<file path="config.mk">
export PLATFORM = sky130hd
export DESIGN_NAME = fetch_stage
export DESIGN_NICKNAME = d
export VERILOG_FILES = /design/src/rtl/fetch_stage.sv
export SDC_FILE = /design/constraint.sdc
export NUM_CORES = 1
export LEC_CHECK = 0
export ABC_AREA = 1
export BUFFER_PORTS_ARGS = -buffer_cell sky130_fd_sc_hd__buf_2
export CAP_MARGIN = 20
export CELL_PAD_IN_SITES_DETAIL_PLACEMENT = 1
export CELL_PAD_IN_SITES_GLOBAL_PLACEMENT = 1
export CORE_MARGIN = 2
export CORE_UTILIZATION = 27
export CTS_BUF_LIST = sky130_fd_sc_hd__clkbuf_8
export CTS_CLUSTER_SIZE = 16
export DETAILED_ROUTE_END_ITERATION = 16
export GPL_ROUTABILITY_DRIVEN = 0
export PLACE_DENSITY = 0.77
export SYNTH_ARGS = -nofsm -noshare
export SYNTH_HDL_FRONTEND = slang
export SYNTH_SLANG_ARGS = --single-unit
</file>
<file path="constraint.sdc">
create_clock -name CLK -period 2.22 [get_ports CLK]
set_clock_uncertainty 0.2 [all_clocks]
set_input_delay 0.444 -clock CLK [delete_from_list [all_inputs] [get_ports CLK]]
set_output_delay 0.444 -clock CLK [all_outputs]
set_load 0.01 [all_outputs]
</file>
<file path="src/rtl/fetch_stage.sv">
// Fetch stage of the 5-stage MIPS core: PC register, instruction-memory request
// and the IF/ID pipeline latch, with a FETCH/HALTED control FSM.
module fetch_stage #(
  parameter logic [31:0] PC_INIT = 32'h0000_0000,
  parameter int          CNT_W   = 32
) (
  input  logic             CLK,
  input  logic             nRST,
  input  logic             ihit,
  input  logic [31:0]      imemload,
  output logic             imemREN,
  output logic [31:0]      imemaddr,
  input  logic             stall_PC,
  input  logic             stall_IFID,
  input  logic             flush_IFID,
  input  logic [1:0]       PCSrc,
  input  logic [31:0]      branch_tgt,
  input  logic [31:0]      jump_tgt,
  input  logic [31:0]      jr_tgt,
  input  logic             halt,
  output logic [31:0]      instr_IFID,
  output logic [31:0]      pcplus4_IFID,
  output logic             valid_IFID,
  output logic [CNT_W-1:0] fetch_count,
  output logic             state_dbg
);

  // Handshake: imem has no backpressure. imemload is taken only in a cycle
  // where imemREN && ihit, and ihit always refers to the current imemaddr.

  typedef enum logic {
    FETCH  = 1'b0,
    HALTED = 1'b1
  } state_t;

  localparam logic [31:0] PC_RESET = {PC_INIT[31:2], 2'b00};

  state_t           state_q, state_d;
  logic [31:0]      pc_q, pc_d;
  logic [31:0]      pc_plus4;
  logic [31:0]      redirect_tgt;
  logic             stopped;
  logic             load_valid;
  logic [31:0]      instr_d, pcplus4_d;
  logic             valid_d;
  logic [CNT_W-1:0] count_d;

  assign imemaddr  = pc_q;
  assign imemREN   = (state_q == FETCH);
  assign state_dbg = (state_q == HALTED);
  assign pc_plus4  = pc_q + 32'd4;
  assign stopped   = (state_q == HALTED) || halt;

  always_ff @(posedge CLK or negedge nRST) begin
    if (!nRST) begin
      state_q      <= FETCH;
      pc_q         <= PC_RESET;
      instr_IFID   <= 32'h0;
      pcplus4_IFID <= 32'h0;
      valid_IFID   <= 1'b0;
      fetch_count  <= '0;
    end else begin
      state_q      <= state_d;
      pc_q         <= pc_d;
      instr_IFID   <= instr_d;
      pcplus4_IFID <= pcplus4_d;
      valid_IFID   <= valid_d;
      fetch_count  <= count_d;
    end
  end

  always_comb begin
    state_d = state_q;
    if (state_q == FETCH && halt) state_d = HALTED;
  end

  always_comb begin
    redirect_tgt = branch_tgt;
    case (PCSrc)
      2'b01:   redirect_tgt = branch_tgt;
      2'b10:   redirect_tgt = jump_tgt;
      2'b11:   redirect_tgt = jr_tgt;
      default: redirect_tgt = branch_tgt;
    endcase
  end

  // A redirect beats stall_PC and any outstanding miss; the aborted miss is
  // simply forgotten because ihit is only ever qualified by the current PC.
  always_comb begin
    pc_d = pc_q;
    if (!stopped) begin
      if (PCSrc != 2'b00)        pc_d = {redirect_tgt[31:2], 2'b00};
      else if (!stall_PC && ihit) pc_d = pc_plus4;
    end
  end

  always_comb begin
    instr_d    = instr_IFID;
    pcplus4_d  = pcplus4_IFID;
    valid_d    = valid_IFID;
    load_valid = 1'b0;
    if (stopped || flush_IFID) begin
      instr_d   = 32'h0;
      pcplus4_d = 32'h0;
      valid_d   = 1'b0;
    end else if (stall_IFID) begin
      instr_d   = instr_IFID;
      pcplus4_d = pcplus4_IFID;
      valid_d   = valid_IFID;
    end else if (ihit) begin
      instr_d    = imemload;
      pcplus4_d  = pc_plus4;
      valid_d    = 1'b1;
      load_valid = 1'b1;
    end else begin
      instr_d   = 32'h0;
      pcplus4_d = 32'h0;
      valid_d   = 1'b0;
    end
  end

  // Saturating performance counter of real instructions entering IF/ID.
  always_comb begin
    count_d = fetch_count;
    if (load_valid && (fetch_count != {CNT_W{1'b1}}))
      count_d = fetch_count + CNT_W'(1);
  end

endmodule

</file>
==> summary by stage <==
Run status
The flow ran to the end, and the final reports show no timing, DRC or antenna violations.

Placed design
Buffers placed on the I/O ports in this run total 259. The total half-perimeter wirelength after legalization and detailed placement is 21.1 mm.

Timing
The max-slew violation count is 0. Setup repair after global routing left no endpoint under its margin. The final-report hold violation count is 0.

Setup violations remaining at the end of the flow were counted as 0. The share of the cycle needed by the critical path after routing is 0.935. Counting I/O delays and the setup requirement, the final critical path takes 2080 ps. Derived from the worst setup path, the maximum achievable clock frequency is 482 MHz. After routing, the total negative slack on setup checks comes to 0 ps.

Hold path
The end of the worst hold path is instr_IFID[20]$_DFFE_PN0P_. The min-delay analysis places its worst path in the category input port to flip-flop. The hold path startpoint is imemload[20].

The worst hold path passes through 2 cells.

Flow run
The tool flagged a number of max-cap violations equal to 0.

Finish
Leaving out fill and tap cells, the most frequent cell in the layout is nand2_1. The final layout contains 1478 nets. Leaving out fill and tap cells, the most frequent cells in the layout are nand2_1, buf_2, dfrtp_1, nor2_1, inv_1. The ratio of cells with drive above 1 in the final layout is 0.253.

The layout overhead on the synthesized area is 35.6%. At the end of the flow the core is filled with cells to 0.374. The filler cell count is 3412.

Critical path
The element type at the critical path start is a flip-flop. The critical path in this run is classified as flip-flop to flip-flop. The worst setup path is captured at a flip-flop. The critical path starts at fetch_count[0]$_DFFE_PN0P_. The end of the worst register-to-register path is fetch_count[5]$_DFFE_PN0P_. STA puts the critical path data required time at 2400 ps. For the worst setup path, the data arrival time is 2250 ps.

Counting cells, the worst reg-to-reg path comes to 10. The launch instance of the worst register-to-register path is fetch_count[0]$_DFFE_PN0P_. The internal reg-to-reg setup slack is 140 ps.

Along the worst path, the maximum fanout reaches 31.

Route
The antenna violation net count after detailed routing is 0. After detailed routing, the average wire length per cell comes to 16.1 um. The first-pass detailed-route iteration total is 4. For this run, design rule violations remaining after detail routing come to 0. The wire length after detailed routing is 27.3 mm. The initial DRC count is 369. Dividing the detail-routed via count by the number of cells gives 4.74. For this block, the via count after detailed routing is 7993.

Clocking
The number of buffers inserted to repair setup after CTS is 0. The clock tree buffer depth is 2. The number of H-tree levels is 4. The master cell of the clock root buffer is clkbuf_8.

At the later pin of the worst-skew pair, clock insertion delay measures 450 ps. After clock tree synthesis, the clock-pin slew on the worst setup and hold paths is 90 ps. For this design, the sink count on the clock tree is 127. Counting the buffers created by CTS gives 17. The CTS tree is yes.

Synthesis
The number of different library cells used by synthesis comes to 32. The count of mapped cells out of synthesis is 1035. The register bit total from synthesis is 127. The share of flip-flops with an asynchronous set or reset is 1.00. The post-synthesis instance area is 0.00723 mm^2.

The synthesized design contains 0 enable-type register cells. For this run, the register share of the synthesized area comes to 0.439. In the synthesized netlist the dominant register cell turns out to be dfrtp_1.

The synthesis warning total is 0. The mean cell area of the mapped netlist is 6.99 um^2.

Global route
The overall track demand over capacity in global routing is 0.197. The via count of the first global-routing pass is 8408. The initial antenna violation count was 1. The first global-routing pass estimated 44.0 mm of wire. Summed over all layers, the global routing overflow is 0.

The largest net degree at the start of global routing is 64.

Floorplanning
The initial core utilization is 0.276. The floorplan step defined a die boundary enclosing 0.0281 mm^2. The die is 168 um wide. The core area is 0.0262 mm^2. In this run the vertical extent of the chip is 168 um. The I/O pin count is 268. The number of rows in the core area is 59.

Pwr
The maximum vdd drop is 0.287 mV. The leakage power summed over all cells is 5.27 nW. In this run the power density over the cells is 545 mW/mm^2.
==> registers in the layout, summed over array words and instances (netlist names) <==
| signal | count |
|---|---|
| fetch_count | 32 |
| instr_IFID | 32 |
| pcplus4_IFID | 31 |
| imemaddr | 30 |
| state_dbg | 1 |
| valid_IFID | 1 |
==> timing repair <==
action,CTS,global route
hold buffers,32,0
setup endpoints to repair,0,67
hold endpoints to repair,71,0
resized for setup,0,11
==> power breakdown <==
part / total (mW) / switching, mW / internal (mW)
registers: 2.52 / 0.130 / 2.39
logic: 0.812 / 0.476 / 0.336
clock network: 2.01 / 1.09 / 0.920
total: 5.35 / 1.70 / 3.65
==> routing by layer <==
| layer | track usage | routed length (um) | vias to the layer above | share of wire |
|---|---|---|---|---|
| met2 | 0.356 | 13700 | 250 | 0.50 |
| met4 | 0.0575 | 637 | 0 | 0.023 |
| met3 | 0.0397 | 1450 | 36 | 0.053 |
| li1 | - | - | 3901 | - |
| met1 | 0.236 | 11500 | 3806 | 0.42 |
| met5 | 0 | 0 | - | 0 |
==> worst max-delay path: stages (launching register included) <==
cell	delay, ps
dfrtp_1	360
ha_1	230
inv_1	120
nor2_4	180
nand2_2	100
nor2_4	130
nand2_1	80
nand2_2	100
buf_6	270
o21ai_0	130
nand2_1	80
==> cell families (layout without fill, tap and decap cells) <==
| logic type | Yosys count | in the layout | share of synthesized area |
|---|---|---|---|
| xor+xnor | 17 | 17 | 0.0206 |
| buf+inv | 107 | 423 | 0.0619 |
| compound gates | 105 | 105 | 0.0953 |
| simple gates | 676 | 676 | 0.379 |
| flops | 127 | 127 | 0.439 |
| fa+ha+maj | 2 | 2 | 0.00346 |
| other cells | 1 | 3 | 0.000518 |
==> Yosys cell counts (2+ instances only) <==
| cell | n | area, um^2 |
|---|---|---|
| nand2_1 | 488 | 1830 |
| dfrtp_1 | 127 | 3180 |
| nor2_1 | 97 | 364 |
| inv_1 | 64 | 240 |
| nand3_1 | 52 | 260 |
| a22o_1 | 39 | 342 |
| o21ai_0 | 36 | 180 |
| nand3b_1 | 17 | 128 |
| buf_2 | 16 | 80.1 |
| clkbuf_1 | 15 | 56.3 |
| a21oi_1 | 14 | 70.1 |
| xor2_1 | 10 | 87.6 |
| a31oi_1 | 9 | 56.3 |
| nand4_1 | 7 | 43.8 |
| xnor2_1 | 7 | 61.3 |
| nor2_2 | 6 | 37.5 |
| buf_4 | 5 | 37.5 |
| inv_2 | 3 | 11.3 |
| o21ai_1 | 3 | 15.0 |
| o22ai_1 | 3 | 18.8 |
| and2_1 | 2 | 12.5 |
| buf_1 | 2 | 7.51 |
| ha_1 | 2 | 25.0 |
| nand2_2 | 2 | 12.5 |
| nor2_4 | 2 | 22.5 |
==> worst max path at each step <==
stage,to,cells after the start
6_report,fetch_count[5]$_DFFE_PN0P_,10
5_1_grt,fetch_count[2]$_DFFE_PN0P_,10
4_1_cts,fetch_count[16]$_DFFE_PN0P_,11
3_5_place_dp,pcplus4_IFID[4]$_DFFE_PN0P_,7
3_3_place_gp,pcplus4_IFID[8]$_DFFE_PN0P_,7
2_1_floorplan,fetch_count[25]$_DFFE_PN0P_,11
==> through the flow <==
step | cell area (um^2) | worst slack [ps] | instances | hold slack, ps | total power [mW]
after global routing | 9810 | 3.50 | 1687 | 9.51 | 5.66
after detailed placement | 9070 | -89.4 | 1623 | 216 | 3.34
after floorplan | 7240 | 344 | 1036 | -51.6 | 2.90
after global placement | 9070 | -39.1 | 1623 | 203 | 3.32
final | 9810 | 145 | 1688 | 53.3 | 5.35
after CTS | 9770 | 2.35 | 1687 | 5.61 | 5.46
==> area by class of cell <==
type,count,area (um^2),area share
Multi-Input combinational cell,802,3640,0.371
Tap cell,335,419,0.0427
Inverter,68,258,0.0263
Timing Repair Buffer,323,1930,0.197
Antenna cell,1,2.50,0.000255
Clock inverter,15,149,0.0152
Sequential cell,127,3180,0.324
Clock buffer,17,234,0.0239
No activity file was read; power rests on OpenSTA's default activity.
